$ cat src/rtl/fetch_unit_if.sv
// Fetch-stage bus bundle: redirect input, imem request/response channel and decode-side
// instruction handshake. master = fetch unit, slave = environment (control unit, imem, decode).
interface fetch_unit_if #(
  parameter int ADDR_WIDTH = 32,
  parameter int DATA_WIDTH = 32
);
  logic                  redirect;
  logic [ADDR_WIDTH-1:0] redirect_pc;
  logic                  imem_req_valid;
  logic                  imem_req_ready;
  logic [ADDR_WIDTH-1:0] imem_addr;
  logic                  imem_rsp_valid;
  logic [DATA_WIDTH-1:0] imem_rsp_data;
  logic                  instr_valid;
  logic                  instr_ready;
  logic [DATA_WIDTH-1:0] instr;
  logic [ADDR_WIDTH-1:0] instr_pc;

  modport master (
    input  redirect, redirect_pc, imem_req_ready, imem_rsp_valid, imem_rsp_data, instr_ready,
    output imem_req_valid, imem_addr, instr_valid, instr, instr_pc
  );

  modport slave (
    output redirect, redirect_pc, imem_req_ready, imem_rsp_valid, imem_rsp_data, instr_ready,
    input  imem_req_valid, imem_addr, instr_valid, instr, instr_pc
  );
endinterface

$ cat src/rtl/fetch_unit.sv
// Instruction fetch: owns the PC, keeps one imem read in flight and buffers {instr, pc} for decode.
// Optional FETCH_PERF_CNT_EN adds perf_fetched / perf_flushed event counters.
module fetch_unit #(
  parameter int                    ADDR_WIDTH = 32,
  parameter int                    DATA_WIDTH = 32,
  parameter int                    FIFO_DEPTH = 2,
  parameter logic [ADDR_WIDTH-1:0] RESET_PC   = '0
) (
  input  logic         clk,
  input  logic         rst,
  fetch_unit_if.master bus
`ifdef FETCH_PERF_CNT_EN
  ,
  output logic [31:0]  perf_fetched,
  output logic [31:0]  perf_flushed
`endif
);

  localparam int PTR_W = $clog2(FIFO_DEPTH);
  localparam int CNT_W = PTR_W + 1;

  typedef enum logic [1:0] {
    ST_RUN,
    ST_WAIT,
    ST_DISCARD
  } state_e;

  state_e                state_q, state_d;
  logic [ADDR_WIDTH-1:0] pc_q, pc_d;
  logic [ADDR_WIDTH-1:0] req_pc_q, req_pc_d;
  logic [CNT_W-1:0]      count_q, count_d;
  logic [PTR_W-1:0]      rd_ptr_q, rd_ptr_d;
  logic [PTR_W-1:0]      wr_ptr_q, wr_ptr_d;
  logic [DATA_WIDTH-1:0] fifo_instr_q [FIFO_DEPTH];
  logic [DATA_WIDTH-1:0] fifo_instr_d [FIFO_DEPTH];
  logic [ADDR_WIDTH-1:0] fifo_pc_q    [FIFO_DEPTH];
  logic [ADDR_WIDTH-1:0] fifo_pc_d    [FIFO_DEPTH];
  logic                  req_fire;
  logic                  push;
  logic                  pop;

  // Space is checked at issue time, so a returning response always has a slot.
  assign bus.imem_req_valid = (state_q == ST_RUN) && (count_q < CNT_W'(FIFO_DEPTH)) &&
                              !bus.redirect && !rst;
  assign bus.imem_addr      = pc_q;
  assign bus.instr_valid    = (count_q != '0) && !rst;
  assign bus.instr          = fifo_instr_q[rd_ptr_q];
  assign bus.instr_pc       = fifo_pc_q[rd_ptr_q];

  always_comb begin
    state_d      = state_q;
    pc_d         = pc_q;
    req_pc_d     = req_pc_q;
    count_d      = count_q;
    rd_ptr_d     = rd_ptr_q;
    wr_ptr_d     = wr_ptr_q;
    fifo_instr_d = fifo_instr_q;
    fifo_pc_d    = fifo_pc_q;
    req_fire     = bus.imem_req_valid && bus.imem_req_ready;
    push         = 1'b0;
    pop          = 1'b0;

    if (bus.redirect) begin
      // Redirect wins: flush, drop any same-cycle push/pop, and mark an unanswered request stale.
      pc_d     = bus.redirect_pc;
      count_d  = '0;
      rd_ptr_d = '0;
      wr_ptr_d = '0;
      if (state_q != ST_RUN) begin
        state_d = bus.imem_rsp_valid ? ST_RUN : ST_DISCARD;
      end
    end else begin
      pop = bus.instr_valid && bus.instr_ready;
      case (state_q)
        ST_RUN: begin
          if (req_fire) begin
            req_pc_d = pc_q;
            pc_d     = pc_q + ADDR_WIDTH'(4);
            state_d  = ST_WAIT;
          end
        end
        ST_WAIT: begin
          if (bus.imem_rsp_valid) begin
            push    = 1'b1;
            state_d = ST_RUN;
          end
        end
        ST_DISCARD: begin
          if (bus.imem_rsp_valid) begin
            state_d = ST_RUN;
          end
        end
        default: state_d = ST_RUN;
      endcase

      if (push) begin
        fifo_instr_d[wr_ptr_q] = bus.imem_rsp_data;
        fifo_pc_d[wr_ptr_q]    = req_pc_q;
        wr_ptr_d               = wr_ptr_q + PTR_W'(1);
      end
      if (pop) begin
        rd_ptr_d = rd_ptr_q + PTR_W'(1);
      end
      count_d = count_q + CNT_W'(push) - CNT_W'(pop);
    end
  end

  always_ff @(posedge clk) begin
    if (rst) begin
      state_q  <= ST_RUN;
      pc_q     <= RESET_PC;
      count_q  <= '0;
      rd_ptr_q <= '0;
      wr_ptr_q <= '0;
    end else begin
      state_q  <= state_d;
      pc_q     <= pc_d;
      count_q  <= count_d;
      rd_ptr_q <= rd_ptr_d;
      wr_ptr_q <= wr_ptr_d;
    end
  end

  always_ff @(posedge clk) begin
    req_pc_q     <= req_pc_d;
    fifo_instr_q <= fifo_instr_d;
    fifo_pc_q    <= fifo_pc_d;
  end

`ifdef FETCH_PERF_CNT_EN
  logic [31:0] perf_fetched_q, perf_fetched_d;
  logic [31:0] perf_flushed_q, perf_flushed_d;

  always_comb begin
    perf_fetched_d = perf_fetched_q + 32'(push);
    perf_flushed_d = perf_flushed_q + 32'(bus.redirect);
  end

  always_ff @(posedge clk) begin
    if (rst) begin
      perf_fetched_q <= '0;
      perf_flushed_q <= '0;
    end else begin
      perf_fetched_q <= perf_fetched_d;
      perf_flushed_q <= perf_flushed_d;
    end
  end

  assign perf_fetched = perf_fetched_q;
  assign perf_flushed = perf_flushed_q;
`endif

endmodule

$ cat src/flat_wrapper.sv
// flat-port wrapper written by rule: the top's interface ports become plain ports
module fetch_unit_flat 
#(
  parameter int                    ADDR_WIDTH = 32,
  parameter int                    DATA_WIDTH = 32,
  parameter int                    FIFO_DEPTH = 2,
  parameter logic [ADDR_WIDTH-1:0] RESET_PC   = '0
)
  (clk, rst, bus_redirect, bus_redirect_pc, bus_imem_req_ready, bus_imem_rsp_valid, bus_imem_rsp_data, bus_instr_ready, bus_imem_req_valid, bus_imem_addr, bus_instr_valid, bus_instr, bus_instr_pc);
  fetch_unit_if #(.ADDR_WIDTH(ADDR_WIDTH), .DATA_WIDTH(DATA_WIDTH)) bus_i ();
  input  logic clk;
  input  logic rst;
  input wire logic [$bits(bus_i.redirect)-1:0] bus_redirect;
  input wire logic [$bits(bus_i.redirect_pc)-1:0] bus_redirect_pc;
  input wire logic [$bits(bus_i.imem_req_ready)-1:0] bus_imem_req_ready;
  input wire logic [$bits(bus_i.imem_rsp_valid)-1:0] bus_imem_rsp_valid;
  input wire logic [$bits(bus_i.imem_rsp_data)-1:0] bus_imem_rsp_data;
  input wire logic [$bits(bus_i.instr_ready)-1:0] bus_instr_ready;
  output wire logic [$bits(bus_i.imem_req_valid)-1:0] bus_imem_req_valid;
  output wire logic [$bits(bus_i.imem_addr)-1:0] bus_imem_addr;
  output wire logic [$bits(bus_i.instr_valid)-1:0] bus_instr_valid;
  output wire logic [$bits(bus_i.instr)-1:0] bus_instr;
  output wire logic [$bits(bus_i.instr_pc)-1:0] bus_instr_pc;
  assign bus_i.redirect = bus_redirect;
  assign bus_i.redirect_pc = bus_redirect_pc;
  assign bus_i.imem_req_ready = bus_imem_req_ready;
  assign bus_i.imem_rsp_valid = bus_imem_rsp_valid;
  assign bus_i.imem_rsp_data = bus_imem_rsp_data;
  assign bus_i.instr_ready = bus_instr_ready;
  assign bus_imem_req_valid = bus_i.imem_req_valid;
  assign bus_imem_addr = bus_i.imem_addr;
  assign bus_instr_valid = bus_i.instr_valid;
  assign bus_instr = bus_i.instr;
  assign bus_instr_pc = bus_i.instr_pc;
  fetch_unit #(.ADDR_WIDTH(ADDR_WIDTH), .DATA_WIDTH(DATA_WIDTH), .FIFO_DEPTH(FIFO_DEPTH), .RESET_PC(RESET_PC)) u_core (.clk(clk), .rst(rst), .bus(bus_i));
endmodule
$ cat config.mk
export PLATFORM = sky130hd
export DESIGN_NAME = fetch_unit_flat
export DESIGN_NICKNAME = d
export VERILOG_FILES = /design/src/rtl/fetch_unit_if.sv /design/src/rtl/fetch_unit.sv /design/src/flat_wrapper.sv
export SDC_FILE = /design/constraint.sdc
export NUM_CORES = 1
export LEC_CHECK = 0
export BUFFER_PORTS_ARGS = -buffer_cell sky130_fd_sc_hd__buf_2
export CAP_MARGIN = 20
export CORE_ASPECT_RATIO = 0.9
export CORE_UTILIZATION = 58
export CTS_CLUSTER_DIAMETER = 30
export DETAILED_ROUTE_END_ITERATION = 10
export GPL_TIMING_DRIVEN = 0
export PLACE_DENSITY = 0.85
export SLEW_MARGIN = 0
export SYNTH_ARGS = -nofsm -noshare
export SYNTH_HDL_FRONTEND = slang
export SYNTH_SLANG_ARGS = --single-unit
export TNS_END_PERCENT = 30
$ cat constraint.sdc
create_clock -name clk -period 16.3 [get_ports clk]
set_clock_uncertainty 0.1 [all_clocks]
set_input_delay 1.63 -clock clk [delete_from_list [all_inputs] [get_ports clk]]
set_output_delay 1.63 -clock clk [all_outputs]
set_load 0.005 [all_outputs]
## Yosys cells after proc, flatten, opt, wreduce, memory -nomap -nowiden

Cells that the tools add are included.

| word-level totals | value |
|---|---|
| bits in registers | 198 |
| bits of input ports | 70 |
| output and inout bits | 98 |
| word-level logic and storage cells | 69 |

| operators by class | value |
|---|---|
| $add $sub $neg | 5 |
| $lt $le $gt $ge | 4 |
| eq/ne operators | 5 |
| mux-type cells | 22 |
| bitwise gates (word level) | 3 |
| reductions and logical operators | 20 |

Operators with widths:

| operator | number |
|---|---|
| 32-bit two-way mux | 10 |
| 64-bit bitwise mux | 2 |
| 32-bit by 3-bit adder with 32-bit output, second input constant | 1 |
| 32-bit demux with 1-bit select | 1 |
| 2-bit two-way mux | 5 |
| 2-bit nonzero test | 4 |
| 1-bit logical AND | 7 |
| 3-bit AND reduction | 2 |
| 2-bit >= comparator, second input constant | 2 |
| 1-bit inverter with 2-bit output | 2 |
| 2-bit one-hot mux with 2 select lines | 1 |
| 2-bit AND reduction | 2 |
| 2-bit OR reduction | 2 |
| 1-bit two-way mux | 3 |
| 3-bit by 1-bit inequality test with 1-bit output, second input constant | 1 |
| 3-bit by 2-bit inequality test with 1-bit output, second input constant | 1 |
| 1-bit adder, second input constant | 2 |
| 2-bit by 1-bit adder with 2-bit output | 1 |
| 2-bit by 1-bit equality test with 1-bit output, second input constant | 1 |
| 2-bit equality test, second input constant | 1 |
| 1-bit logical NOT | 2 |
| 2-bit logical NOT | 1 |
| 2-bit by 1-bit < comparator with 1-bit output, second input constant | 1 |
| 2-bit < comparator, second input constant | 1 |
| 3 further kinds | 3 |

## Longest topological paths before layout

| logic depth | value |
|---|---|
| depth after elaboration | 8 |
| gate-level depth with buffers | 9 |
| mapped depth without buffers | 8 |

## Worst setup path before layout

Ideal clock, no wire load.

| path | value |
|---|---|
| kind | input to register |
| start point | input bus_redirect |
| end point | register u_core.fifo_instr_q[32] (netlist bit), enable pin |
| data arrival time | 6.475 ns |
| required time | 15.635 ns |
| setup slack | 9.161 ns |
| stages on the path | 3 |
| path buffers | 2 |
| cells stage by stage | clkbuf_1 clkbuf_1 nor3_1 |

| on the way | value |
|---|---|
| cells in the longest elaborated chain, start to end | 2 |

RTL lines:

| item | RTL line | text |
|---|---|---|
| start, declared | flat_wrapper.sv:13 | `input wire logic [$bits(bus_i.redirect)-1:0] bus_redirect;` |
| 1-bit inverter (no source line) | - |  |
| 2-bit AND reduction (no source line) | - |  |
| end signal, assigned | fetch_unit.sv:126 | `fifo_instr_q <= fifo_instr_d;` |
| end, declared | fetch_unit.sv:34 | `logic [DATA_WIDTH-1:0] fifo_instr_q [FIFO_DEPTH];` |

Every way passes these cells.
A chain may end at the register's enable or synchronous reset.

## Worst setup path in the final report

| path | value |
|---|---|
| start point | input rst |
| end point | output bus_imem_req_valid |

| on the way | value |
|---|---|
| cells in the longest elaborated chain, start to end | 2 |

RTL lines:

| item | RTL line | text |
|---|---|---|
| start, declared | flat_wrapper.sv:12 | `input logic rst;` |
| 1-bit logical NOT | fetch_unit.sv:44 | `!bus.redirect && !rst;` |
| 1-bit logical AND | fetch_unit.sv:44 |  |
| end, declared | flat_wrapper.sv:19 | `output wire logic [$bits(bus_i.imem_req_valid)-1:0] bus_imem_req_valid;` |

Every way passes these cells.

==> out/summary.txt <==
Layout net count = 786
Gr ovfl total = 0
Grt peak-use layer = met2
Critical Path Sink = bus_imem_req_valid
# port buffers = 167
First-pass GRT wire length = 27300 um
Post-synth EDFFs = 160
Layout cells sized above 1 = 38.95%
CTS Sinks = 198
Fin worst setup slack = 11.50 ns
Final setup violation count = 0
R2R Setup Slk = 13.58 ns
Core Area = 0.01293 mm^2
Reg-to-Reg End = u_core.bus.imem_addr[11]
Antenna-violating nets left = 0
Die extent in x = 124.7 um
Worst slack, placed = 11.58 ns
Crit end category = primary output
Slew headroom = 40.34%
Max Cap Violations = 0
Area Overhead vs Synth = 22.29%
Synth Flop Type = edfxtp_1
Leak Pwr = 3.495 nW
First DRT Iteration DRCs = 702
Final hold vios = 0
Gp weighted congestion = 0.9398
Met2 Usage GRT = 41.99%
Crit path from = rst
Worst-skew pair later-pin latency = 0.43 ns
Inst Count DP = 856
Final period utilization = 29.46%
Final Max Tran Viols = 0
Global-route track usage on met1 = 33.80%
Syn Inst Count = 518
Net switching power = 226.5 uW
Post-DP HPWL = 12220 um
Grt met3 use = 6.530%
Starting Density = 60.80%
# hold bufs at CTS = 0
FILL cells = 813
Root Driver = clkbuf_16
RSZ-0062 raised after global routing = no
Leading cell type in the layout, fill and taps excluded = buf_2
Share of flip-flops with an asynchronous set or reset = 0%
Switching Fraction = 21.52%
Design Area, Final = 0.009615 mm^2
Syn Nets = 593
CP Max Fanout = 10
Pin slew with the least headroom to its limit = 0.8948 ns
Clock transition at the registers of the reported paths = 0.07 ns
TritonCTS buffer count = 17
Clock power frac = 40.3%
Worst reg2reg path startpoint = u_core.state_q[0]
Max VDD drop = 0.00009438 V
Placed Instance Area = 0.009016 mm^2
WL/cell = 19.86 um
Sequential share of power = 54.4%
Final routed DRC violation total = 0
Vias = 5286
Largest net degree at the start of global routing = 65
Seq cells post-synth = 198
Power Density = 109.5 mW/mm^2
Part of the power in combinational logic = 5.3%
Vias per inst = 5.953
Worst setup SP type = input port
Crit Path Class = input port to primary output
Highest clock rate = 0.2083 GHz
Die Height = 112.5 um
H-tree depth = 4
Post-layout min period = 4.801 ns
Total track usage = 25.71%
WP data required = 14.57 ns
Clock buffer depth = 2
Cell area after synthesis = 0.007863 mm^2
CTS tree = built
Initial antenna violation count = 0
Status = finished, final reports clean
Initial DRT Pass Iterations = 6
Layout Cells excl Fill = 888
Die area = 0.01403 mm^2
Hold Crit Class = register to register
Syn. warnings = 0
Pint = 826.0 uW
# Post-CTS Setup Buffers = 0
Commonest cells after routing, fill and taps aside = buf_2, edfxtp_1, mux2_2
Final WL = 17630 um
I/O pin total = 168
R2R depth = 8
Rows = 39
Vias in the first global route = 5185
Register area share after synthesis = 70.78%
N_diodes = 0
Yosys cell types = 52
Setup TNS = 0 ns
Syn avg cell area = 15.18 um^2
# resized after CTS = 0
Crit path DAT = 3.07 ns
stage by stage:
stage	util, %	power, mW	hold WS [ns]
detailed placement	69.72	0.6381	0.3290
finish	74.36	1.052	0.3444
CTS	74.36	1.056	0.3451
global route	74.36	1.083	0.3478
floorplan	-	0.6050	0.3215
global placement	68.85	0.6340	0.3238
Yosys cell counts, types with 6 or more instances:
master	count	share of area, %
nor4_1	8	0.64
nand4_1	17	1.4
dfxtp_1	38	9.7
and3_1	6	0.48
xor2_1	6	0.67
a311oi_1	10	1.1
and2_1	6	0.48
clkbuf_1	19	0.91
nand3_1	8	0.51
nor3_1	10	0.64
nor2_1	30	1.4
edfxtp_1	160	61
a211oi_1	10	0.95
inv_1	13	0.62
mux2_2	64	9.2
nand2_1	19	0.91
xnor2_1	7	0.78
o21ai_0	6	0.38
layout make-up:
type                            count  area [um^2]  area share, %
Buffer                             24        93.84         0.9759
Clock buffer                       17        425.4          4.424
Clock inverter                     15        173.9          1.809
Inverter                           13        48.80         0.5075
Multi-Input combinational cell    283         2165          22.51
Sequential cell                   198         5565          57.88
Tap cell                          164        205.2          2.134
Timing Repair Buffer              174        938.4          9.759
critical path, cell delays in order:
cell and delay, ns:
buf_2 0.13, clkbuf_1 0.24, or2_2 0.33, clkbuf_1 0.23, nor3b_1 0.32, buf_2 0.17
layer usage:
layer  vias to the layer above  share of wire [%]
li1                       2415                  -
met1                      2514                 41
met2                       317                 48
met4                         0                1.7
met5                         -                  0
met3                        40                9.2
how the worst min path moves through the flow:
stage                   startpoint                   end  slack, ns  cells after the start
2_1_floorplan   u_core.req_pc_q[0]   u_core.fifo_pc_q[0]       0.32                      0
3_3_place_gp    u_core.req_pc_q[4]   u_core.fifo_pc_q[4]       0.32                      0
3_5_place_dp    u_core.req_pc_q[0]  u_core.fifo_pc_q[32]       0.33                      0
4_1_cts         u_core.req_pc_q[0]   u_core.fifo_pc_q[0]       0.35                      0
5_1_grt        u_core.req_pc_q[12]  u_core.fifo_pc_q[12]       0.35                      0
6_report        u_core.req_pc_q[0]   u_core.fifo_pc_q[0]       0.34                      0
cell families after synthesis:
| kind of cell | count (synthesis) | share of synthesized area (%) |
|---|---|---|
| mux | 66 | 9.421 |
| compound gates | 62 | 6.063 |
| flops | 198 | 70.78 |
| xor+xnor | 13 | 1.448 |
| buf+inv | 37 | 1.814 |
| simple gates | 137 | 9.676 |
| fa+ha+maj | 5 | 0.7957 |
power groups by stage:
stage	clock network (mW)	logic, mW	registers (mW)
final	0.424	0.0563	0.572
after global routing	0.449	0.0612	0.573
after CTS	0.428	0.0561	0.572
after detailed placement	0	0.0555	0.583
after global placement	0	0.0512	0.583
after floorplan	0	0.0259	0.579
flip-flops by register name, indices dropped and copies added, names as in the netlist:
name                  flops
u_core.req_pc_q          32
u_core.state_q            2
u_core.count_q            2
u_core.fifo_pc_q         64
u_core.wr_ptr_q           1
u_core.fifo_instr_q      64
u_core.rd_ptr_q           1
u_core.bus.imem_addr     32
(Power assumes the default switching activity.)
